$ cat src/rtl/mc_pkg.sv
// Shared encodings for the multicycle controller, ALU and immediate extender.
package mc_pkg;

  localparam int unsigned STATE_W   = 4;
  localparam int unsigned OP_W      = 6;
  localparam int unsigned FUNCT_W   = 6;
  localparam int unsigned ALUCTL_W  = 4;
  localparam int unsigned IMMTYPE_W = 2;
  localparam int unsigned SEL_W     = 2;

  typedef enum logic [STATE_W-1:0] {
    FETCH   = 4'd0,
    DECODE  = 4'd1,
    MEMADR  = 4'd2,
    MEMRD   = 4'd3,
    MEMWB   = 4'd4,
    MEMWR   = 4'd5,
    RTYPEEX = 4'd6,
    RTYPEWB = 4'd7,
    BRANCH  = 4'd8,
    IMMEX   = 4'd9,
    IMMWB   = 4'd10,
    JUMP    = 4'd11
  } state_t;

  localparam logic [OP_W-1:0] OP_RTYPE = 6'b000000;
  localparam logic [OP_W-1:0] OP_LW    = 6'b100011;
  localparam logic [OP_W-1:0] OP_SW    = 6'b101011;
  localparam logic [OP_W-1:0] OP_BEQ   = 6'b000100;
  localparam logic [OP_W-1:0] OP_BNE   = 6'b000101;
  localparam logic [OP_W-1:0] OP_ADDI  = 6'b001000;
  localparam logic [OP_W-1:0] OP_ANDI  = 6'b001100;
  localparam logic [OP_W-1:0] OP_ORI   = 6'b001101;
  localparam logic [OP_W-1:0] OP_LUI   = 6'b001111;
  localparam logic [OP_W-1:0] OP_J     = 6'b000010;

  localparam logic [FUNCT_W-1:0] FN_ADD = 6'b100000;
  localparam logic [FUNCT_W-1:0] FN_SUB = 6'b100010;
  localparam logic [FUNCT_W-1:0] FN_AND = 6'b100100;
  localparam logic [FUNCT_W-1:0] FN_OR  = 6'b100101;
  localparam logic [FUNCT_W-1:0] FN_SLT = 6'b101010;
  localparam logic [FUNCT_W-1:0] FN_NOR = 6'b100111;

  localparam logic [ALUCTL_W-1:0] ALU_AND = 4'b0000;
  localparam logic [ALUCTL_W-1:0] ALU_OR  = 4'b0001;
  localparam logic [ALUCTL_W-1:0] ALU_ADD = 4'b0010;
  localparam logic [ALUCTL_W-1:0] ALU_SUB = 4'b0110;
  localparam logic [ALUCTL_W-1:0] ALU_SLT = 4'b0111;
  localparam logic [ALUCTL_W-1:0] ALU_NOR = 4'b1100;

  localparam logic [IMMTYPE_W-1:0] IMM_SIGN  = 2'b00;
  localparam logic [IMMTYPE_W-1:0] IMM_ZERO  = 2'b01;
  localparam logic [IMMTYPE_W-1:0] IMM_SETHI = 2'b10;

  localparam logic [SEL_W-1:0] PCSRC_ALU    = 2'b00;
  localparam logic [SEL_W-1:0] PCSRC_ALUOUT = 2'b01;
  localparam logic [SEL_W-1:0] PCSRC_JUMP   = 2'b10;

  localparam logic [SEL_W-1:0] SRCB_B     = 2'b00;
  localparam logic [SEL_W-1:0] SRCB_FOUR  = 2'b01;
  localparam logic [SEL_W-1:0] SRCB_IMM   = 2'b10;
  localparam logic [SEL_W-1:0] SRCB_IMMSH = 2'b11;

  typedef struct packed {
    logic [IMMTYPE_W-1:0] immtype;
    logic [ALUCTL_W-1:0]  alucontrol;
  } imm_ctrl_t;

  // Immediate-class opcode -> extender mode and ALU operation.
  function automatic imm_ctrl_t imm_decode(input logic [OP_W-1:0] op);
    imm_ctrl_t c;
    c.immtype    = IMM_SIGN;
    c.alucontrol = ALU_ADD;
    case (op)
      OP_ANDI: begin c.immtype = IMM_ZERO;  c.alucontrol = ALU_AND; end
      OP_ORI:  begin c.immtype = IMM_ZERO;  c.alucontrol = ALU_OR;  end
      OP_LUI:  begin c.immtype = IMM_SETHI; c.alucontrol = ALU_ADD; end
      default: begin c.immtype = IMM_SIGN;  c.alucontrol = ALU_ADD; end
    endcase
    return c;
  endfunction

endpackage

$ cat src/rtl/mc_if.sv
// Controller <-> datapath/memory signal bundle.
interface mc_if;
  import mc_pkg::*;

  logic [OP_W-1:0]      op;
  logic [FUNCT_W-1:0]   funct;
  logic                 zero;
  logic                 mem_ready;
  logic                 mem_req;
  logic                 memwrite;
  logic                 iord;
  logic                 irwrite;
  logic                 pcen;
  logic [SEL_W-1:0]     pcsrc;
  logic                 alusrca;
  logic [SEL_W-1:0]     alusrcb;
  logic [IMMTYPE_W-1:0] immtype;
  logic                 regdst;
  logic                 memtoreg;
  logic                 regwrite;
  logic [ALUCTL_W-1:0]  alucontrol;
  logic                 illegal;
  logic [STATE_W-1:0]   state;

  modport master (
    input  op, funct, zero, mem_ready,
    output mem_req, memwrite, iord, irwrite, pcen, pcsrc, alusrca, alusrcb,
           immtype, regdst, memtoreg, regwrite, alucontrol, illegal, state
  );

  modport slave (
    output op, funct, zero, mem_ready,
    input  mem_req, memwrite, iord, irwrite, pcen, pcsrc, alusrca, alusrcb,
           immtype, regdst, memtoreg, regwrite, alucontrol, illegal, state
  );

endinterface

$ cat src/rtl/mc_aludec.sv
// R-type funct -> ALU control decoder with a valid flag for unsupported functs.
module mc_aludec
  import mc_pkg::*;
(
  input  logic [FUNCT_W-1:0]  funct,
  output logic [ALUCTL_W-1:0] alucontrol_c,
  output logic                valid_c
);

  // Map each supported funct to its ALU operation.
  always_comb begin
    alucontrol_c = ALU_ADD;
    valid_c      = 1'b1;
    case (funct)
      FN_ADD:  alucontrol_c = ALU_ADD;
      FN_SUB:  alucontrol_c = ALU_SUB;
      FN_AND:  alucontrol_c = ALU_AND;
      FN_OR:   alucontrol_c = ALU_OR;
      FN_SLT:  alucontrol_c = ALU_SLT;
      FN_NOR:  alucontrol_c = ALU_NOR;
      default: valid_c      = 1'b0;
    endcase
  end

endmodule

$ cat src/rtl/mc_controller.sv
// Multicycle MIPS main controller: sequences fetch/decode/execute/memory/writeback.
module mc_controller
  import mc_pkg::*;
#(
  parameter logic [STATE_W-1:0] RESET_STATE = 4'd0
)(
  input  logic clk,
  input  logic reset,
  mc_if.master bus
);

  state_t              state_q;
  state_t              state_d;
  logic                illegal_q;
  logic                set_illegal;
  logic [ALUCTL_W-1:0] rt_alucontrol;
  logic                rt_valid;
  imm_ctrl_t           imm_ctrl;

  mc_aludec u_aludec (
    .funct        (bus.funct),
    .alucontrol_c (rt_alucontrol),
    .valid_c      (rt_valid)
  );

  assign imm_ctrl    = imm_decode(bus.op);
  assign bus.state   = state_q;
  assign bus.illegal = illegal_q;

  // State register.
  always_ff @(posedge clk or negedge reset) begin
    if (!reset) state_q <= state_t'(RESET_STATE);
    else        state_q <= state_d;
  end

  // Sticky unsupported-instruction flag, cleared only by reset.
  always_ff @(posedge clk or negedge reset) begin
    if (!reset)           illegal_q <= 1'b0;
    else if (set_illegal) illegal_q <= 1'b1;
  end

  // Next-state and datapath control decode. Memory requests are gated by
  // reset so an in-flight access drops immediately, and mem_ready only
  // counts while a request is actually up.
  always_comb begin
    state_d        = state_q;
    set_illegal    = 1'b0;
    bus.mem_req    = 1'b0;
    bus.memwrite   = 1'b0;
    bus.iord       = 1'b0;
    bus.irwrite    = 1'b0;
    bus.pcen       = 1'b0;
    bus.pcsrc      = PCSRC_ALU;
    bus.alusrca    = 1'b0;
    bus.alusrcb    = SRCB_B;
    bus.immtype    = IMM_SIGN;
    bus.regdst     = 1'b0;
    bus.memtoreg   = 1'b0;
    bus.regwrite   = 1'b0;
    bus.alucontrol = ALU_ADD;

    case (state_q)
      FETCH: begin
        bus.mem_req = reset;
        bus.alusrcb = SRCB_FOUR;
        bus.irwrite = bus.mem_ready & reset;
        bus.pcen    = bus.mem_ready & reset;
        if (bus.mem_ready) state_d = DECODE;
      end

      DECODE: begin
        bus.alusrcb = SRCB_IMMSH;
        case (bus.op)
          OP_LW, OP_SW:                       state_d = MEMADR;
          OP_RTYPE:                           state_d = RTYPEEX;
          OP_BEQ, OP_BNE:                     state_d = BRANCH;
          OP_ADDI, OP_ANDI, OP_ORI, OP_LUI:   state_d = IMMEX;
          OP_J:                               state_d = JUMP;
          default: begin
            state_d     = FETCH;
            set_illegal = 1'b1;
          end
        endcase
      end

      MEMADR: begin
        bus.alusrca = 1'b1;
        bus.alusrcb = SRCB_IMM;
        state_d     = (bus.op == OP_LW) ? MEMRD : MEMWR;
      end

      MEMRD: begin
        bus.mem_req = reset;
        bus.iord    = 1'b1;
        if (bus.mem_ready) state_d = MEMWB;
      end

      MEMWB: begin
        bus.memtoreg = 1'b1;
        bus.regwrite = 1'b1;
        state_d      = FETCH;
      end

      MEMWR: begin
        bus.mem_req  = reset;
        bus.memwrite = 1'b1;
        bus.iord     = 1'b1;
        if (bus.mem_ready) state_d = FETCH;
      end

      RTYPEEX: begin
        bus.alusrca = 1'b1;
        if (rt_valid) begin
          bus.alucontrol = rt_alucontrol;
          state_d        = RTYPEWB;
        end else begin
          set_illegal = 1'b1;
          state_d     = FETCH;
        end
      end

      RTYPEWB: begin
        bus.regdst   = 1'b1;
        bus.regwrite = 1'b1;
        state_d      = FETCH;
      end

      BRANCH: begin
        bus.alusrca    = 1'b1;
        bus.alucontrol = ALU_SUB;
        bus.pcsrc      = PCSRC_ALUOUT;
        bus.pcen       = (bus.op == OP_BEQ) ? bus.zero : ~bus.zero;
        state_d        = FETCH;
      end

      IMMEX: begin
        bus.alusrca    = 1'b1;
        bus.alusrcb    = SRCB_IMM;
        bus.immtype    = imm_ctrl.immtype;
        bus.alucontrol = imm_ctrl.alucontrol;
        state_d        = IMMWB;
      end

      IMMWB: begin
        // Keep extender/ALU settings so ALUOut stays stable during writeback.
        bus.immtype    = imm_ctrl.immtype;
        bus.alucontrol = imm_ctrl.alucontrol;
        bus.regwrite   = 1'b1;
        state_d        = FETCH;
      end

      JUMP: begin
        bus.pcsrc = PCSRC_JUMP;
        bus.pcen  = 1'b1;
        state_d   = FETCH;
      end

      default: state_d = FETCH;
    endcase
  end

endmodule
$ cat src/flat_wrapper.sv
// flat-port wrapper written by rule: the top's interface ports become plain ports
module mc_controller_flat import mc_pkg::*;
#(
  parameter logic [STATE_W-1:0] RESET_STATE = 4'd0
)
  (clk, reset, bus_op, bus_funct, bus_zero, bus_mem_ready, bus_mem_req, bus_memwrite, bus_iord, bus_irwrite, bus_pcen, bus_pcsrc, bus_alusrca, bus_alusrcb, bus_immtype, bus_regdst, bus_memtoreg, bus_regwrite, bus_alucontrol, bus_illegal, bus_state);
  mc_if bus_i ();
  input  logic clk;
  input  logic reset;
  input wire logic [$bits(bus_i.op)-1:0] bus_op;
  input wire logic [$bits(bus_i.funct)-1:0] bus_funct;
  input wire logic [$bits(bus_i.zero)-1:0] bus_zero;
  input wire logic [$bits(bus_i.mem_ready)-1:0] bus_mem_ready;
  output wire logic [$bits(bus_i.mem_req)-1:0] bus_mem_req;
  output wire logic [$bits(bus_i.memwrite)-1:0] bus_memwrite;
  output wire logic [$bits(bus_i.iord)-1:0] bus_iord;
  output wire logic [$bits(bus_i.irwrite)-1:0] bus_irwrite;
  output wire logic [$bits(bus_i.pcen)-1:0] bus_pcen;
  output wire logic [$bits(bus_i.pcsrc)-1:0] bus_pcsrc;
  output wire logic [$bits(bus_i.alusrca)-1:0] bus_alusrca;
  output wire logic [$bits(bus_i.alusrcb)-1:0] bus_alusrcb;
  output wire logic [$bits(bus_i.immtype)-1:0] bus_immtype;
  output wire logic [$bits(bus_i.regdst)-1:0] bus_regdst;
  output wire logic [$bits(bus_i.memtoreg)-1:0] bus_memtoreg;
  output wire logic [$bits(bus_i.regwrite)-1:0] bus_regwrite;
  output wire logic [$bits(bus_i.alucontrol)-1:0] bus_alucontrol;
  output wire logic [$bits(bus_i.illegal)-1:0] bus_illegal;
  output wire logic [$bits(bus_i.state)-1:0] bus_state;
  assign bus_i.op = bus_op;
  assign bus_i.funct = bus_funct;
  assign bus_i.zero = bus_zero;
  assign bus_i.mem_ready = bus_mem_ready;
  assign bus_mem_req = bus_i.mem_req;
  assign bus_memwrite = bus_i.memwrite;
  assign bus_iord = bus_i.iord;
  assign bus_irwrite = bus_i.irwrite;
  assign bus_pcen = bus_i.pcen;
  assign bus_pcsrc = bus_i.pcsrc;
  assign bus_alusrca = bus_i.alusrca;
  assign bus_alusrcb = bus_i.alusrcb;
  assign bus_immtype = bus_i.immtype;
  assign bus_regdst = bus_i.regdst;
  assign bus_memtoreg = bus_i.memtoreg;
  assign bus_regwrite = bus_i.regwrite;
  assign bus_alucontrol = bus_i.alucontrol;
  assign bus_illegal = bus_i.illegal;
  assign bus_state = bus_i.state;
  mc_controller #(.RESET_STATE(RESET_STATE)) u_core (.clk(clk), .reset(reset), .bus(bus_i));
endmodule
$ cat config.mk
export PLATFORM = sky130hd
export DESIGN_NAME = mc_controller_flat
export DESIGN_NICKNAME = d
export VERILOG_FILES = /design/src/rtl/mc_pkg.sv /design/src/rtl/mc_if.sv /design/src/rtl/mc_aludec.sv /design/src/rtl/mc_controller.sv /design/src/flat_wrapper.sv
export SDC_FILE = /design/constraint.sdc
export NUM_CORES = 1
export LEC_CHECK = 0
export ABC_AREA = 1
export CAP_MARGIN = 5
export CORE_UTILIZATION = 25
export CTS_BUF_LIST = sky130_fd_sc_hd__clkbuf_8 sky130_fd_sc_hd__clkbuf_16
export CTS_CLUSTER_SIZE = 20
export DETAILED_ROUTE_END_ITERATION = 12
export SLEW_MARGIN = 5
export SYNTH_ARGS = -nofsm -noshare
export SYNTH_HDL_FRONTEND = slang
export SYNTH_SLANG_ARGS = --single-unit
$ cat constraint.sdc
create_clock -name clk -period 2.7 [get_ports clk]
set_clock_uncertainty 0.2 [all_clocks]
set_input_delay 0.54 -clock clk [delete_from_list [all_inputs] [get_ports clk]]
set_output_delay 0.54 -clock clk [all_outputs]
set_load 0.005 [all_outputs]
---- After elaboration in Yosys (flattened, before gate mapping) ----
Cells that the tools add are included.
storage, ports and cells
  flip-flop bits (word level) ............. 5
  bits of input ports ..................... 16
  output and inout port bits .............. 24
  logic and storage cells ................. 75
operators by class
  equality and inequality tests ........... 29
  multiplexer cells ....................... 28
  bitwise gates (word level) .............. 2
  reductions and logical operators ........ 14
operators with widths
  operator                                                                number
  6-bit equality test (second input constant)                             8
  4-bit case mux with 5 select lines                                      2
  4-bit case mux with 7 select lines                                      1
  6-bit by 4-bit equality test with 1-bit output (second input constant)  4
  6-bit case mux with 3 select lines                                      1
  4-bit by 3-bit equality test with 1-bit output (second input constant)  4
  4-bit equality test (second input constant)                             4
  4-bit 2-to-1 mux                                                        4
  6-bit by 3-bit equality test with 1-bit output (second input constant)  2
  1-bit 2-to-1 mux                                                        12
  4-bit case mux with 3 select lines                                      1
  10-bit OR reduction                                                     1
  2-bit OR reduction                                                      5
  4-bit by 2-bit equality test with 1-bit output (second input constant)  2
  4-bit OR reduction                                                      2
  6-bit by 2-bit equality test with 1-bit output (second input constant)  1
  6-bit zero test                                                         1
  3-bit 2-to-1 mux                                                        2
  2-bit inequality test (second input constant)                           3
  2-bit case mux with 3 select lines                                      1
  3-bit OR reduction                                                      2
  6-bit OR reduction                                                      1
  4-bit by 1-bit equality test with 1-bit output (second input constant)  1
  4-bit zero test                                                         1
  other kinds (7)                                                         7

---- Longest topological paths before layout ----
  depth after elaboration ................. 5
  gate-level depth with buffers ........... 9

---- Hierarchy ----
From an unflattened synthesis, not the netlist that was laid out.
unflattened totals
  cell total of the unflattened synthesis .. 165
  area total of the unflattened synthesis .. 927.1 µm²
modules (own cells, without submodules)
  module         times used  cells an instance  area an instance (µm²)  seq. area each (µm²)
  mc_controller  1           138                784.5                   125.1
  mc_aludec      1           27                 142.6                   0.0

---- Worst setup path before layout ----
Ideal clock, no wire load.
  path kind ............................... input-to-output
  from .................................... input bus_funct[5]
  to ...................................... output bus_alucontrol[0]
  data arrival time ....................... 1.145 ns
  data required time ...................... 1.960 ns
  setup slack ............................. 0.815 ns
  stages .................................. 6
  buffers on the path ..................... 0
  cells stage by stage .................... inv_1 > nor2_2 > nand3_1 > nand3_1 > nand4_1 > nand2_1
on the way
  longest elaborated chain between the ends .. 5
  elaborated cells between the ends (all ways) .. 11
RTL lines
  what                                  RTL line              source
  start: declaration                    flat_wrapper.sv:11    input wire logic [$bits(bus_i.funct)-1:0] bus_funct;
  6-bit equality test                   mc_aludec.sv:14       case (funct)
  6-bit OR reduction (no line)          -
  1-bit 2-to-1 mux                      mc_aludec.sv:14
  4-bit 2-to-1 mux *                    mc_controller.sv:113  if (rt_valid) begin
  4-bit case mux with 3 select lines *  mc_controller.sv:62   case (state_q)
  end: declaration                      flat_wrapper.sv:26    output wire logic [$bits(bus_i.alucontrol)-1:0] bus_alucontrol;
Every way passes the cells marked *; elsewhere a longest branch is shown, timed or not.

---- Worst setup path after layout ----
Ends and elaborated chain as after synthesis.

==> run summary <==
Crit path launch type -> input port
Max transition margin -> 0.817
Busiest grt layer -> met2
Share of cells above drive strength 1 -> 0.237
Post-DP HPWL -> 1950 um
Total GRT Usage -> 0.143
CP endpoint -> bus_alucontrol[0]
Grt total ovfl -> 0
WL per Instance -> 9.36 um
Critical R2R Launch -> u_core.bus.state[2]$_DFFE_PN0P_
Largest net degree at the start of global routing -> 8
Total number of vias -> 1114
Die H -> 58.3 um
Reg2reg end -> u_core.bus.state[0]$_DFFE_PN0P_
Critical path peak fanout -> 4
M1 GR Usage -> 0.180
Buffers on Ports -> 39
Post-layout util -> 0.483
Clock Latency Late Sink -> 220 ps
Max Cap Viol -> 0
TNS Setup -> 0 ps
#FFs+latches synth -> 5
CTS tree -> built
Starting density of the core -> 0.262
Worst-margin pin slew -> 274 ps
CTS Hold Bufs -> 0
Post-synth ARST share -> 1.00
Final setup violation count -> 0
Synth warn -> 0
Htree depth -> 1
Hold Crit Class -> flip-flop to flip-flop
Worst EP required -> 1960 ps
Fin crit share -> 0.982
Setup Crit Path Kind -> input port to output pin
Leading area contributor after synthesis -> nand2_1
Yosys cell types -> 18
Run status -> complete, no violations
Ant diodes -> 0
Die width -> 58.3 um
Final hold viol count -> 0
Leakage dissipation -> 0.845 nW
Most common cell in the netlist -> nand2_1
Longest Clk Path Bufs -> 2
Area contributors post-synth -> nand2_1 (20%), dfrtp_1 (16%), nand3_1 (13%)
Reg2reg path depth -> 8
Crit path launch -> bus_funct[5]
Seq/Total Area, Yosys -> 0.158
Antenna violations before repair -> 0
Synth top area share -> 0.204
Most frequent cells after synthesis -> nand2_1 (43), inv_1 (24), nand3_1 (21)
Worst Setup End Kind -> output pin
Switching power -> 0.000274 W
Vias in the first global route -> 953
Met3 Usage GRT -> 0.0201
Power per cell area -> 462 nW/um2
Flop pwr share -> 0.173
CP Data Arrival Time -> 1910 ps
Pint -> 0.000403 W
CTS buffer count -> 3
Synth-to-Final Area Change -> 84.8%
Synthesized cell area -> 792 um2
Ys flop type -> dfrtp_1
Die ar. -> 3400 um2
Total core area -> 3030 um2
Synthesized net count -> 164
Drt first pass iters -> 5
DRT Wirelength -> 2420 um
Clock power share -> 0.193
IO Pins -> 40
R2r setup slk -> 1210 ps
Synth Instances -> 148
GP Congestion -> 0.821
DRT iter0 DRCs -> 26
Antenna viol nets, final -> 0
Post-synth EDFFs -> 0
Worst vdd ir -> 0.161 mV
RSZ-0062 raised after global routing -> yes
Mapped Avg Cell Area -> 5.35 um2
Switching part of the total -> 0.404
Met2 Use GR -> 0.261
Num Clock Sinks -> 5
Vias per cell -> 4.30
Row Count -> 20
Clk Tree Root Cell -> clkbuf_8
Hold slack -> 274 ps
Final nets -> 232
Clk slew on worst S/H paths -> 30 ps
Gate power share -> 0.633
Minimum clock period -> 2650 ps
DRC Markers -> 0
F_max -> 377 MHz
Final slew viol count -> 0
First-pass GRT wire length -> 3880 um
-- timing repair --
action                     CTS  global route
setup buffers               10             1
gates resized for setup     12             3
setup endpoints to repair    7             4
pin swaps                    2             3
-- cells in the final DEF, fill, tap and decap left out, types with 6 or more instances in the layout --
master / n
nor2_4: 6
inv_2: 6
buf_4: 24
nand3_1: 21
nand2_1: 43
dlygate4sd2_1: 9
inv_1: 25
nor2_1: 19
clkdlybuf4s50_1: 27
-- area by class of cell --
cell class | count | area (um2)
clock buffers | 3 | 41.3
clock inverters | 1 | 3.75
fillers | 331 | 1560
inverters | 30 | 113
multi-input cells | 113 | 562
flip-flops and latches | 5 | 125
well taps | 44 | 55.1
repair buffers | 63 | 564
-- through the flow --
| stage | area (um2) | instances | power (W) | worst slack (ps) |
|---|---|---|---|---|
| 2_1_floorplan | 792 | 148 | 0.000331 | 815 |
| 3_3_place_gp | 1340 | 244 | 0.000540 | -182 |
| 3_5_place_dp | 1340 | 244 | 0.000543 | -231 |
| 4_1_cts | 1450 | 258 | 0.000679 | 18.4 |
| 5_1_grt | 1460 | 259 | 0.000734 | -46.2 |
| 6_report | 1460 | 259 | 0.000677 | 48.3 |
-- routing by layer --
layer / wire length, um / up-vias
li1: - / 596
met1: 1100 / 478
met2: 1180 / 36
met3: 107 / 4
met4: 38 / 0
met5: 0 / -
-- registers in the layout, indices dropped and copies added, names as in the netlist --
| name | flops |
|---|---|
| u_core.bus.state | 4 |
| u_core.bus.illegal | 1 |
-- cells by family after synthesis --
group | after synthesis | share of synthesized area
AO/OA/AOI/OAI | 5 | 0.0411
AND/OR/NAND/NOR | 108 | 0.659
buffers and inverters | 30 | 0.142
flip-flops | 5 | 0.158
-- worst max-delay path: stages --
cell,delay [ps]
clkdlybuf4s50_1,450
inv_1,60
nor2_4,120
buf_4,120
nand3_1,130
nand3_1,130
nand4_1,100
nand2_1,70
clkdlybuf4s15_1,190
-- worst min-delay path by stage --
stage	start	to	slack, ps	cells past startpoint
3_5_place_dp	u_core.bus.illegal$_DFFE_PN0P_	u_core.bus.illegal$_DFFE_PN0P_	270	2
5_1_grt	u_core.bus.illegal$_DFFE_PN0P_	u_core.bus.illegal$_DFFE_PN0P_	310	2
4_1_cts	u_core.bus.illegal$_DFFE_PN0P_	u_core.bus.illegal$_DFFE_PN0P_	280	2
2_1_floorplan	reset	u_core.bus.illegal$_DFFE_PN0P_	40	0
6_report	u_core.bus.illegal$_DFFE_PN0P_	u_core.bus.illegal$_DFFE_PN0P_	270	2
3_3_place_gp	u_core.bus.illegal$_DFFE_PN0P_	u_core.bus.illegal$_DFFE_PN0P_	270	2
-- power groups by stage --
stage                     logic [W]  registers [W]  clock network, W
after floorplan            0.000215       0.000116                 0
after global placement     0.000422       0.000119                 0
after detailed placement   0.000424       0.000118                 0
after CTS                  0.000428       0.000118          0.000134
after global routing       0.000475       0.000121          0.000139
final                      0.000429       0.000117          0.000131
(Power assumes the default switching activity.)
